<file path="config.mk">
export PLATFORM = sky130hd
export DESIGN_NAME = gate_sequence_multiplier
export DESIGN_NICKNAME = d
export VERILOG_FILES = /design/src/rtl/gate_sequence_multiplier.sv
export SDC_FILE = /design/constraint.sdc
export NUM_CORES = 1
export LEC_CHECK = 0
export ABC_AREA = 0
export BUFFER_PORTS_ARGS = -buffer_cell sky130_fd_sc_hd__buf_2
export CAP_MARGIN = 15
export CORE_AREA = 2 2 242 244
export CTS_CLUSTER_DIAMETER = 200
export DETAILED_ROUTE_END_ITERATION = 16
export DIE_AREA = 0 0 244 246
export GPL_ROUTABILITY_DRIVEN = 0
export HOLD_SLACK_MARGIN = 0.05
export PLACE_DENSITY = 0.47
export SYNTH_ARGS = -nofsm -noshare
export SYNTH_HDL_FRONTEND = slang
export SYNTH_SLANG_ARGS = --single-unit
</file>
<file path="constraint.sdc">
create_clock -name clk -period 1.8 [get_ports clk]
set_input_delay 0.36 -clock clk [delete_from_list [all_inputs] [get_ports clk]]
set_output_delay 0.36 -clock clk [all_outputs]
set_load 0.1 [all_outputs]
</file>
<file path="src/rtl/gate_sequence_multiplier.sv">
// gate_sequence_multiplier
//
// Folds a stream of quantum-gate IDs into one 2x2 complex matrix product. The
// product is the compiled unitary. Each gate ID addresses an internal constant
// ROM of Q2.16 gate matrices. The running product is updated as
// P_new = P_old x G, so the first gate received is the leftmost factor. The
// actual complex multiply is done by an external multiplier, which this block
// drives through a one-cycle start strobe and a completion strobe.
//
// Matrix ports are indexed [row 0:1][col 0:1][0=re,1=im]. Each element is a
// signed W-bit Q2.16 value, where 1.0 = 65536.
//
// Ports
//   clk                in   single rising-edge clock
//   reset              in   synchronous, active-high
//   seq_index          in   position of the gate in the sequence (0 = last gate)
//   seq_gate           in   gate ID (ROM address)
//   ready              in   upstream strobe; index/gate/first valid this cycle
//   first              in   with ready, start a new sequence
//   available          out  high while idle and able to accept ready
//   result_mtx         out  running/final product, held between updates
//   done               out  one-cycle pulse when a full sequence product is valid
//   multiplier_a       out  left operand to the multiplier
//   multiplier_b       out  right operand to the multiplier
//   multiplier_result  in   product returned by the multiplier
//   multiplier_ready   out  one-cycle start strobe to the multiplier
//   multiplier_done    in   multiplier completion strobe
module gate_sequence_multiplier #(
  parameter int W     = 19,
  parameter int FRAC  = 16,
  parameter int IDXW  = 5,
  parameter int GATEW = 5
) (
  input  logic                clk,
  input  logic                reset,
  input  logic [IDXW-1:0]     seq_index,
  input  logic [GATEW-1:0]    seq_gate,
  input  logic                ready,
  input  logic                first,
  output logic                available,
  output logic signed [W-1:0] result_mtx [0:1][0:1][0:1],
  output logic                done,
  output logic signed [W-1:0] multiplier_a [0:1][0:1][0:1],
  output logic signed [W-1:0] multiplier_b [0:1][0:1][0:1],
  input  logic signed [W-1:0] multiplier_result [0:1][0:1][0:1],
  output logic                multiplier_ready,
  input  logic                multiplier_done
);

  typedef logic signed [W-1:0] mtx_t [0:1][0:1][0:1];

  localparam logic [2:0] S_IDLE   = 3'd0;
  localparam logic [2:0] S_FETCH  = 3'd1;
  localparam logic [2:0] S_START  = 3'd2;
  localparam logic [2:0] S_WAIT   = 3'd3;
  localparam logic [2:0] S_FINISH = 3'd4;

  // Fixed-point constants: 1.0 and 1/sqrt(2) in Q2.16.
  localparam logic signed [W-1:0] ONE = W'(1 << FRAC);
  localparam logic signed [W-1:0] RT2 = W'(46341);
  localparam logic signed [W-1:0] NEG_ONE = -ONE;
  localparam logic signed [W-1:0] NEG_RT2 = -RT2;

  localparam logic [GATEW-1:0] G_H   = GATEW'(1);
  localparam logic [GATEW-1:0] G_X   = GATEW'(2);
  localparam logic [GATEW-1:0] G_Y   = GATEW'(3);
  localparam logic [GATEW-1:0] G_Z   = GATEW'(4);
  localparam logic [GATEW-1:0] G_S   = GATEW'(5);
  localparam logic [GATEW-1:0] G_T   = GATEW'(6);
  localparam logic [GATEW-1:0] G_SDG = GATEW'(7);
  localparam logic [GATEW-1:0] G_TDG = GATEW'(8);

  logic [2:0]       state_q, state_d;
  logic [IDXW-1:0]  index_q, index_d;
  logic [GATEW-1:0] gate_q, gate_d;
  logic             first_q, first_d;
  mtx_t             result_q, result_d;
  mtx_t             mult_a_q, mult_a_d;
  mtx_t             mult_b_q, mult_b_d;
  mtx_t             rom_g;

  // Gate ROM, addressed by the latched gate ID. Unused IDs (0 and 9..31)
  // decode to the identity, so an unknown gate leaves the product unchanged.
  always_comb begin
    rom_g = '{default: '0};
    case (gate_q)
      G_H: begin
        rom_g[0][0][0] = RT2;
        rom_g[0][1][0] = RT2;
        rom_g[1][0][0] = RT2;
        rom_g[1][1][0] = NEG_RT2;
      end
      G_X: begin
        rom_g[0][1][0] = ONE;
        rom_g[1][0][0] = ONE;
      end
      G_Y: begin
        rom_g[0][1][1] = NEG_ONE;
        rom_g[1][0][1] = ONE;
      end
      G_Z: begin
        rom_g[0][0][0] = ONE;
        rom_g[1][1][0] = NEG_ONE;
      end
      G_S: begin
        rom_g[0][0][0] = ONE;
        rom_g[1][1][1] = ONE;
      end
      G_T: begin
        rom_g[0][0][0] = ONE;
        rom_g[1][1][0] = RT2;
        rom_g[1][1][1] = RT2;
      end
      G_SDG: begin
        rom_g[0][0][0] = ONE;
        rom_g[1][1][1] = NEG_ONE;
      end
      G_TDG: begin
        rom_g[0][0][0] = ONE;
        rom_g[1][1][0] = RT2;
        rom_g[1][1][1] = NEG_RT2;
      end
      default: begin
        rom_g[0][0][0] = ONE;
        rom_g[1][1][0] = ONE;
      end
    endcase
  end

  // Sequencer. A first gate seeds the product directly from the ROM. Every
  // later gate goes through the external multiplier with the operands frozen
  // in flops, so they stay stable for the whole WAIT period. A ready strobe
  // outside IDLE and a multiplier_done outside WAIT simply fall through the
  // case arms with no effect.
  always_comb begin
    state_d  = state_q;
    index_d  = index_q;
    gate_d   = gate_q;
    first_d  = first_q;
    result_d = result_q;
    mult_a_d = mult_a_q;
    mult_b_d = mult_b_q;
    case (state_q)
      S_IDLE: begin
        if (ready) begin
          index_d = seq_index;
          gate_d  = seq_gate;
          first_d = first;
          state_d = S_FETCH;
        end
      end
      S_FETCH: begin
        if (first_q) begin
          result_d = rom_g;
          state_d  = S_FINISH;
        end else begin
          mult_a_d = result_q;
          mult_b_d = rom_g;
          state_d  = S_START;
        end
      end
      S_START: begin
        state_d = S_WAIT;
      end
      S_WAIT: begin
        if (multiplier_done) begin
          result_d = multiplier_result;
          state_d  = S_FINISH;
        end
      end
      S_FINISH: begin
        state_d = S_IDLE;
      end
      default: begin
        state_d = S_IDLE;
      end
    endcase
  end

  // State and datapath registers. Reset aborts any operation in flight.
  // Because the state returns to IDLE, a late multiplier_done is never
  // consumed.
  always_ff @(posedge clk) begin
    if (reset) begin
      state_q  <= S_IDLE;
      index_q  <= '0;
      gate_q   <= '0;
      first_q  <= 1'b0;
      result_q <= '{default: '0};
      mult_a_q <= '{default: '0};
      mult_b_q <= '{default: '0};
    end else begin
      state_q  <= state_d;
      index_q  <= index_d;
      gate_q   <= gate_d;
      first_q  <= first_d;
      result_q <= result_d;
      mult_a_q <= mult_a_d;
      mult_b_q <= mult_b_d;
    end
  end

  assign available        = (state_q == S_IDLE);
  assign multiplier_ready = (state_q == S_START);
  // Only the step tagged index 0 closes a sequence.
  assign done             = (state_q == S_FINISH) && (index_q == '0);
  assign result_mtx       = result_q;
  assign multiplier_a     = mult_a_q;
  assign multiplier_b     = mult_b_q;

endmodule

</file>
==> results of run 1 <==
==> power by group through the flow <==
stage | Clock, mW | Combinational, mW | Sequential, mW
4_1_cts | 8.59 | 3.75 | 7.61
5_1_grt | 8.89 | 4.00 | 7.63
2_1_floorplan | 0 | 1.96 | 8.62
3_3_place_gp | 0 | 3.54 | 7.77
3_5_place_dp | 0 | 3.55 | 7.77
6_report | 8.33 | 3.83 | 7.61
==> cells in the mapped netlist <==
cell	count	area [µm²]
and4b_1	1	10.0
or3b_2	1	8.76
buf_6	7	78.8
a22oi_1	87	653
a21boi_0	1	7.51
nor3b_1	1	7.51
nor4_4	2	42.5
and3b_1	1	8.76
and2_1	1	6.26
nor2b_1	1	6.26
or3b_4	1	11.3
buf_2	54	270
a21o_1	1	7.51
inv_1	2	7.51
nand2_1	365	1370
a21oi_1	183	916
or3_1	3	18.8
o211ai_1	1	7.51
buf_1	2	7.51
or4bb_1	1	11.3
nor2_2	1	6.26
a211o_1	1	8.76
nand2b_1	5	31.3
o21a_1	2	15.0
o21ai_0	2	10.0
nand4b_1	1	8.76
or4b_1	3	30.0
nor3_1	38	190
nand3b_1	4	30.0
dfxtp_1	331	6630
clkbuf_1	58	218
buf_4	146	1100
nor4_1	2	12.5
xnor2_1	1	8.76
a211oi_2	31	388
nor2_1	167	627
conb_1	1	3.75
o41ai_2	1	16.3
nand3_1	3	15.0
a211oi_1	37	278
nor4_2	5	62.6
==> repair_timing <==
action / CTS / global route
hold buffers: 69 / 0
setup endpoints to repair: 76 / 164
pin swaps: 2 / 5
setup buffers: 5 / 8
gates resized for setup: 113 / 58
endpoints found under the hold margin: 69 / 0
cloned: 0 / 6
==> sequential cells by signal, indices dropped and copies added, names as in the netlist <==
signal and count:
state_q 3, multiplier_a 152, multiplier_b 13, result_mtx 152, first_q 1, gate_q 5, index_q 5
==> layout make-up <==
type                    count  area, µm²  area share [%]
diodes                      5       12.5          0.0649
flip-flops and latches    331       6650            34.5
clock buffers              64       1240            6.45
inverters                   2       7.51          0.0390
clock inverters             8        124           0.643
repair buffers            692       4970            25.8
well taps                 765        957            4.97
multi-input cells        1042       5300            27.5
==> per-stage QoR <==
stage	setup WS (ns)	hold slack (ns)	power [mW]	TNS, ns	std cells
2_1_floorplan	-0.251	0.432	10.6	-0.496	1641
3_3_place_gp	0.0390	0.440	11.3	0	2744
3_5_place_dp	-0.0221	0.443	11.3	-0.0286	2744
4_1_cts	-0.282	0.0502	19.9	-1.32	2890
5_1_grt	-0.329	0.0598	20.5	-0.676	2907
6_report	-0.240	0.0838	19.8	-0.416	2909
==> metal layers <==
metal | global-route usage [%] | part of all wire [%] | vias to the layer above
li1 | - | - | 6100
met1 | 18.4 | 42 | 5980
met2 | 27.3 | 49 | 470
met3 | 4.11 | 6.6 | 81
met4 | 4.75 | 2.2 | 6
met5 | 0 | 0.075 | -
==> critical path: cells and delay by family (launching register included) <==
kind          cells  cell delay (ns)
simple gates      2             0.51
flops             1             0.33
buf+inv           2             0.30
==> path summary, 6_finish.rpt <==
path	from	end	slack (ns)
max	state_q[0]	done	-0.24
min	multiplier_result[113]	result_mtx[113]	0.08
max reg2reg	state_q[2]	result_mtx[54]	0.06
min reg2reg	multiplier_a[3]	multiplier_a[3]	0.45
==> logic make-up after synthesis <==
logic type,after synthesis,synth area share (%)
other cells,1,0.0285
buf+inv,269,12.8
xor+xnor,1,0.0667
flops,331,50.4
compound gates,347,17.6
simple gates,607,19.1
==> results.md, run 1 <==
* Element type at the critical path end: output pin
* GRT Overall Usage at 15.5%
* Die W at 244 µm
* Distinct cell type count of the synthesized netlist at 41
* Hold Fails Final Rpt at 0
* Rel. slew slack at 60.3%
* Drt pass-1 iters at 5
* I/O pins at about 630
* CTS Buffer Depth at 3
* Setup Viol. Count Final at 3
* Crit path max-delay cell type: dfxtp_2
* CP max FO at 2
* Switching share of power at between 30% and 40%
* CTS tree: yes
* Cell count of the worst reg-to-reg path at 6
* Leak at around 8.2 nW
* I/O Buffers at ~540
* Max-Cap Viols at 0
* Startpoint types: register
* Slew @ Worst Pin at between 0.5 and 0.6 ns
* Failing checks: negative setup slack
* Most frequent cells in the layout: 458 x buf_2, 365 x nand2_1, 319 x dfxtp_1, 182 x a21oi_1, 167 x nor2_1
* Clock slew at reported path FFs at 0.06 ns
* Worst endpoint required time at 1.44 ns
* FMAX at 490 MHz
* Syn Inst Count at 1556
* Initial core utilization at between 20% and 30%
* Netlist Area Pre-Place at between 0.01 and 0.015 mm²
* IR drop worst, VDD at 0.650 mV
* Setup WS post-layout at -0.240 ns
* Post-layout utilization of the core at between 30% and 40%
* Max incr delay on CP at roughly 0.33 ns
* Arrival @ worst endpoint at 1.68 ns
* Dpl hpwl at 35900 µm
* Ys Warns at 0
* Vias in the first global route at roughly 12k
* Period utilization at 113%
* Clock network fraction of total power at 42.1%
* Initial antenna violation count at 7
* Post-route ant nets at 0
* Post-route cell area at 0.0193 mm²
* Worst-Skew Late Latency at 0.55 ns
* Die H at roughly 250 µm
* # fillers at 6074
* Share of cells above drive strength 1 at a little over a third
* Core ar. at 0.0574 mm²
* CP Cell Sequence: buf_6, nor4_4, and4b_2, buf_12
* CTS root buffer: clkbuf_16
* WL/cell at approximately 18 µm
* Largest net degree at the start of global routing at 58
* Min-Delay Path Class: in2reg
* Die ar. at 0.0600 mm²
* Clock sinks at approximately 330
* Placed Area at between 0.015 and 0.02 mm²
* WS Path Type: reg2out
* Global-route wire length before repair at 72100 µm
* Commonest non-fill, non-tap cell in the layout: buf_2
* Combinational Power Share at about 19%
* Internal power at about 13 mW
* Total number of vias at 12.6k
* PD cells at about 1000 mW/mm²
* Syn avg cell area at ~8.4 µm²
* Flops & latches, synth at between 300 and 400
* H-tree lvl count at 2
* Remaining routing DRC violations at 0
* Num CTS Buffers at 40
* Seq pwr share at between 30% and 40%
* Run status: finished, violations left
* Hold path cells at 3
* Clock skew at 0.0218 ns
* Std cell rows at about 90
* Iteration-0 DRC Markers at between 600 and 700
* Layout area overhead at 46.6%
* Routed Wire Length at between 50000 and 60000 µm
* NetSw at between 6 and 7 mW
* GRT overflow at 0
* Post-synthesis sequential area ratio at approximately half
* Vias per inst at about 4.3
* Unrepaired setup endpoints after global routing: yes
* Tmin final at ~2.0 ns
* Fin. max-slew vios at 0
* Total Nets Final at roughly 2.3k
Power figures use the tool's default switching activity.
==> inputs of run 2 (changes only) <==
--- a/config.mk
+++ b/config.mk
@@ -8,13 +8,13 @@
 export ABC_AREA = 0
 export BUFFER_PORTS_ARGS = -buffer_cell sky130_fd_sc_hd__buf_2
 export CAP_MARGIN = 15
-export CORE_AREA = 2 2 242 244
+export CORE_AREA = 2 2 246 248
 export CTS_CLUSTER_DIAMETER = 200
 export DETAILED_ROUTE_END_ITERATION = 16
-export DIE_AREA = 0 0 244 246
+export DIE_AREA = 0 0 248 250
 export GPL_ROUTABILITY_DRIVEN = 0
 export HOLD_SLACK_MARGIN = 0.05
-export PLACE_DENSITY = 0.47
+export PLACE_DENSITY = 0.46
 export SYNTH_ARGS = -nofsm -noshare
 export SYNTH_HDL_FRONTEND = slang
 export SYNTH_SLANG_ARGS = --single-unit
==> run 2 against run 1 <==
  * The flow still finishes with violations (negative setup slack)
  * Clock power rose by 4.2%
  * Global-route usage fell by 0.053 points
  * Total power rose by 1.7%
  * Die area rose by 3.3%
  * Clock-buffer cell count fell by 8
  * Worst hold slack improved by 0.0028 ns
  * Critical path depth did not move
  * First-iteration DRC count fell by 18%
  * Non-clock buffer count rose by 26
  * Sequential share of layout area fell by 0.33 points
  * Maximum frequency fell by 1.1%
  * Routed wire length fell by 0.87%
  * Highest routed layer unchanged
==> results.md, run 2 (same netlist as run 1, synthesis figures left out) <==
* Startpoint types: register
* Die H at 250 µm (+1.6%)
* Std cell rows at 90 (+2.3%)
* I/O pins at 626 (unchanged)
* Worst endpoint required time at 1.44 ns (about the same)
* Num CTS Buffers at 41 (+2.5%)
* Rel. slew slack at 60.6% (+0.27 points)
* Clock sinks at 331 (unchanged)
* Iteration-0 DRC Markers at 513 (-18%)
* IR drop worst, VDD at 0.690 mV (+6.3%)
* Post-placement worst setup slack at -0.121 ns (-0.0994 ns)
* I/O Buffers at 539 (unchanged)
* Share of cells above drive strength 1 at 34.5% (-0.98 points)
* GRT overflow at 0 (unchanged)
* Total number of vias at 12.7k (+0.41%)
* CTS tree: yes
* Crit path buf inv count at 2 (unchanged)
* Largest net degree at the start of global routing at 66 (+14%)
* Power consumption at 20.1 mW (+1.7%)
* Reg2reg setup slack at 0.05 ns (about the same)
* Capturing point of the worst reg2reg path: multiplier_b[36]
* Routed Wire Length at 51300 µm (-0.87%)
* Setup WS post-layout at -0.263 ns (-0.0220 ns)
* Most frequent cells in the layout: 436 x buf_2, 365 x nand2_1, 322 x dfxtp_1, 181 x a21oi_1, 167 x nor2_1
* HP Start: multiplier_result[24]
* Leak at 8.26 nW (+0.55%)
* CP Cell Sequence: buf_6, nor4_2, and4b_2, buf_12
* Hold Path End: result_mtx[24]
* CTS Buffer Depth at 3 (unchanged)
* Max-Cap Viols at 0 (unchanged)
* Start of the worst register-to-register path: state_q[1]
* Cell count of the worst reg-to-reg path at 5 (-1)
* Global-route wire length before repair at 74100 µm (+2.7%)
* H-tree lvl count at 2 (unchanged)
* Post-route ant nets at 0 (unchanged)
* Failing checks: negative setup slack
* Unrepaired setup endpoints after global routing: yes
* Total Nets Final at 2302 (+1.1%)
* CP delay by family, top: simple AND/OR/NAND/NOR gates
* Element type at the critical path end: output pin
* Period utilization at 115% (+1.2 points)
* PD cells at 1030 mW/mm² (+0.80%)
* Core ar. at 0.0596 mm² (+3.8%)
* Multi-input gate area at 0.00529 mm² (-0.31%)
* Vias in the first global route at 12.2k (+1.7%)
* FMAX at 485 MHz (-1.1%)
* Tmin final at 2.06 ns (+0.0220 ns)
* Hold Fails Final Rpt at 0 (unchanged)
* Worst-Skew Late Latency at 0.56 ns (about the same)
* Crit. Startpoint: state_q[0]
* GRT Overall Usage at 15.5% (-0.053 points)
* CTS root buffer: clkbuf_16
* Setup Viol. Count Final at 3 (unchanged)
* Max incr delay on CP at 0.34 ns (about the same)
* Drt pass-1 iters at 5 (unchanged)
* Layout area overhead at 48.0%
* Slew @ Worst Pin at 0.587 ns (-0.00171 ns)
* # fillers at 6336 (+4.3%)
* Die W at 248 µm (+1.6%)
* Initial core utilization at 22.1% (-0.85 points)
* WL/cell at 17.4 µm (-2.2%)
* Run status: finished, violations left
* Register area at 0.00665 mm² (about the same)
* Die ar. at 0.0620 mm² (+3.3%)
* Clock skew at 0.0161 ns (-0.00572 ns)
* Fin. max-slew vios at 0 (unchanged)
* CP max FO at 2 (unchanged)
* Initial antenna violation count at 4 (-3)
* Hold path cells at 3 (unchanged)
* Commonest non-fill, non-tap cell in the layout: buf_2
* WS Path Type: reg2out
* Dpl hpwl at 35500 µm (-1.1%)
* Min-Delay Path Class: in2reg
* Arrival @ worst endpoint at 1.70 ns (+0.02 ns)
* Clock slew at reported path FFs at 0.06 ns (about the same)
* Remaining routing DRC violations at 0 (unchanged)
* Vias per inst at 4.30 (-0.95%)
* Crit path max-delay cell type: dfxtp_4
run 2: changes by cell type in the layout (fill, tap and decap cells not counted), sizes merged:
cell and change:
buf -28, bufinv +1, clkbuf +6, clkinv +8, diode -3, dlygate4sd3 +40
or4b -1
run 2: worst max path at each step:
stage,cells past startpoint,to
2_1_floorplan,2,multiplier_ready
3_3_place_gp,5,result_mtx[35]
3_5_place_dp,5,result_mtx[35]
4_1_cts,4,done
5_1_grt,4,done
6_report,4,done
run 2: layout make-up:
class	count	share of cell area (%)
Clock buffer	56	6.25
Multi-Input combinational cell	1041	27.2
Timing Repair Buffer	718	26.2
Antenna cell	2	0.0257
Tap cell	782	5.03
Clock inverter	17	1.09
Inverter	2	0.0386
Sequential cell	331	34.2
run 2: per-stage QoR:
stage	hold WS [ns]	cell area (µm²)	utilization [%]	setup TNS, ns	cells
5_1_grt	0.0642	19400	32.6	-0.787	2948
6_report	0.0866	19400	32.6	-0.468	2949
3_3_place_gp	0.440	16300	27.4	-0.157	2755
2_1_floorplan	0.432	13500	-	-0.496	1641
3_5_place_dp	0.443	16300	27.4	-0.165	2755
4_1_cts	0.0519	19200	32.3	-1.56	2942
run 2: worst reg2reg max path: cells and delay by family (launching register included):
kind	cells	cell delay, ns
flops	1	0.34
simple gates	2	0.87
buf+inv	2	0.34
compound gates	1	0.13
run 2: what timing repair did:
action | CTS | global route
pin swaps | 3 | 4
setup buffers | 5 | 4
cloned | 0 | 2
endpoints found under the setup margin | 82 | 91
hold buffers | 109 | 0
gates resized for setup | 119 | 36
hold endpoints to repair | 109 | 0
run 2: metal layers:
metal,vias up,wire (µm),track usage [%],share of wire [%]
li1,6152,-,-,-
met1,5997,21200,18.5,41
met2,472,25000,26.7,49
met3,62,4160,4.60,8.1
met4,6,886,3.97,1.7
met5,-,40,0,0.078
run 2: where the power goes:
part / internal (mW) / switching [mW] / leakage [nW]
clock network: 5.31 / 3.37 / 0.703
logic: 0.882 / 2.95 / 4.88
registers: 7.48 / 0.130 / 2.68
==> inputs of run 3 (changes only) <==
--- a/config.mk
+++ b/config.mk
@@ -14,7 +14,7 @@
 export DIE_AREA = 0 0 248 250
 export GPL_ROUTABILITY_DRIVEN = 0
 export HOLD_SLACK_MARGIN = 0.05
-export PLACE_DENSITY = 0.46
+export PLACE_DENSITY = 0.42
 export SYNTH_ARGS = -nofsm -noshare
 export SYNTH_HDL_FRONTEND = slang
 export SYNTH_SLANG_ARGS = --single-unit
==> run 3 against run 2 <==
  * The flow still finishes with violations (negative setup slack)
  * Sequential share of layout area up 0.78 points
  * Worst setup slack got worse by 0.0078 ns
  * Maximum frequency is 0.37% lower
  * Clock-buffer cell count grew 2
  * Design area fell by 2.3%
  * Register-to-register slack worse by 0.06 ns
  * Utilization decreased by 0.75 points
  * Cell count shrank 1.1%
  * Flip-flop and latch count unchanged
  * Routed wire length grew 1.3%
  * Clock skew increased by 0.0049 ns
  * Critical path depth unchanged
  * Largest power group unchanged
==> results.md, run 3 (same netlist as run 1, synthesis figures left out) <==
* I/O pins at 626 (unchanged)
* Crit path buf inv count at 2 (unchanged)
* Capturing point of the worst reg2reg path: index_q[1]
* Arrival @ worst endpoint at 1.71 ns (about the same)
* Fin. max-slew vios at 0 (unchanged)
* Setup Viol. Count Final at 9 (+6)
* Post-placement worst setup slack at 0.0109 ns (+0.132 ns)
* Hold Path End: result_mtx[72]
* CTS root buffer: clkbuf_16
* CP delay by family, top: simple AND/OR/NAND/NOR gates
* HP Start: multiplier_result[72]
* FMAX at 483 MHz (-0.37%)
* Rel. slew slack at 60.2% (-0.39 points)
* CP Cell Sequence: buf_4, nor4_4, and4b_2, buf_12
* Startpoint types: register
* Cell count of the worst reg-to-reg path at 8 (+3)
* Hold path cells at 3 (unchanged)
* Remaining routing DRC violations at 0 (unchanged)
* Die W at 248 µm (unchanged)
* Leak at 8.08 nW (-2.2%)
* Crit path max-delay cell type: dfxtp_2
* CP max FO at 7 (+5)
* Initial antenna violation count at 6 (+2)
* Commonest non-fill, non-tap cell in the layout: buf_2
* WS Path Type: reg2out
* GRT overflow at 0 (unchanged)
* Drt pass-1 iters at 5 (unchanged)
* Core ar. at 0.0596 mm² (unchanged)
* Power consumption at 19.2 mW (-4.6%)
* Largest net degree at the start of global routing at 64 (-3.0%)
* WL/cell at 17.8 µm (+2.4%)
* Max incr delay on CP at 0.37 ns (+0.03 ns)
* Worst endpoint required time at 1.44 ns (about the same)
* Dpl hpwl at 36300 µm (+2.3%)
* IR drop worst, VDD at 0.533 mV (-23%)
* Hold Fails Final Rpt at 0 (unchanged)
* Initial core utilization at 22.1% (unchanged)
* H-tree lvl count at 2 (unchanged)
* Layout area overhead at 44.6%
* Worst-Skew Late Latency at 0.55 ns (about the same)
* Start of the worst register-to-register path: state_q[0]
* Vias per inst at 4.31 (+0.25%)
* Element type at the critical path end: output pin
* Routed Wire Length at 52000 µm (+1.3%)
* Global-route wire length before repair at 74800 µm (+0.92%)
* Clock slew at reported path FFs at 0.06 ns (about the same)
* Min-Delay Path Class: in2reg
* Iteration-0 DRC Markers at 487 (-5.1%)
* Unrepaired setup endpoints after global routing: yes
* Max-Cap Viols at 0 (unchanged)
* Die H at 250 µm (unchanged)
* Post-route ant nets at 0 (unchanged)
* Std cell rows at 90 (unchanged)
* Total Nets Final at 2275 (-1.2%)
* Num CTS Buffers at 40 (-2.4%)
* Tmin final at 2.07 ns (+0.00776 ns)
* Die ar. at 0.0620 mm² (unchanged)
* Clock sinks at 331 (unchanged)
* CTS tree: yes
* Period utilization at 115% (+0.43 points)
* Share of cells above drive strength 1 at 34.7% (+0.22 points)
* Failing checks: negative setup slack
* I/O Buffers at 539 (unchanged)
* Vias in the first global route at 12.1k (-0.83%)
* PD cells at 1010 mW/mm² (-2.3%)
* # fillers at 6429 (+1.5%)
* Setup WS post-layout at -0.270 ns (-0.00776 ns)
* Slew @ Worst Pin at 0.601 ns (+0.0139 ns)
* Most frequent cells in the layout: 459 x buf_2, 365 x nand2_1, 321 x dfxtp_1, 182 x a21oi_1, 167 x nor2_1
* Reg2reg setup slack at -0.01 ns (-0.06 ns)
* CTS Buffer Depth at 3 (unchanged)
* GRT Overall Usage at 15.7% (+0.21 points)
* Run status: finished, violations left
* Total number of vias at 12.6k (-0.87%)
* Clock skew at 0.0210 ns (+0.00493 ns)
[run 3: changes by cell type in the layout (fill, tap and decap cells not counted), sizes merged]
cell and change:
dlygate4sd3 -28, diode +1, or4b +1, clkbuf -14, clkinv -6, inv -1, bufinv -3, buf +17
[run 3: report_power, final]
part	internal, mW	switching (mW)	total [mW]
Combinational	0.845	2.96	3.80
Sequential	7.48	0.143	7.62
Clock	4.61	3.15	7.77
Total	12.9	6.25	19.2
[run 3: per-layer routing]
metal  GRT usage [%]  wire length, µm  up-vias
met3            4.05             3960       66
li1                -                -     6092
met4            4.38             1010        2
met5               0               12        -
met1            19.0            21500     5970
met2            27.1            25400      448
[run 3: area by class of cell]
class | count | area (µm²) | area share [%]
Timing Repair Buffer | 691 | 4790 | 25.2
Multi-Input combinational cell | 1042 | 5330 | 28.1
Clock buffer | 58 | 1170 | 6.16
Tap cell | 782 | 978 | 5.15
Antenna cell | 3 | 7.51 | 0.0395
Clock inverter | 7 | 68.8 | 0.362
Inverter | 2 | 7.51 | 0.0395
Sequential cell | 331 | 6640 | 35.0
[run 3: how the worst max path moves through the flow]
stage / from / to / slack [ns] / cells past startpoint
after floorplan: state_q[2] / multiplier_ready / -0.25 / 2
after global placement: gate_q[3] / result_mtx[18] / 0.04 / 4
after detailed placement: gate_q[3] / result_mtx[17] / 0.01 / 4
final: state_q[1] / done / -0.27 / 4
after global routing: state_q[0] / done / -0.33 / 4
after CTS: state_q[0] / done / -0.30 / 4
[run 3: timing repair]
item | in CTS | in global routing
buffers inserted | 4 | 4
pin swaps | 2 | 4
setup endpoints to repair | 73 | 81
hold buffers | 81 | 0
hold endpoints to repair | 81 | 0
gates cloned | 0 | 2
resized for setup | 100 | 32
[run 3: worst min-delay path, cell delays in order]
cell and delay, ns:
buf_2 0.09, nand2_1 0.07, a211oi_2 0.06
[run 3: per-stage QoR]
step | hold WS, ns | std cells | TNS (ns) | utilization (%) | area [µm²]
2_1_floorplan | 0.432 | 1641 | -0.496 | - | 13500
3_3_place_gp | 0.438 | 2757 | 0 | 27.5 | 16400
3_5_place_dp | 0.443 | 2757 | 0 | 27.5 | 16400
4_1_cts | 0.0501 | 2907 | -0.591 | 31.5 | 18800
5_1_grt | 0.0638 | 2914 | -2.40 | 31.9 | 19000
6_report | 0.0892 | 2916 | -0.741 | 31.9 | 19000
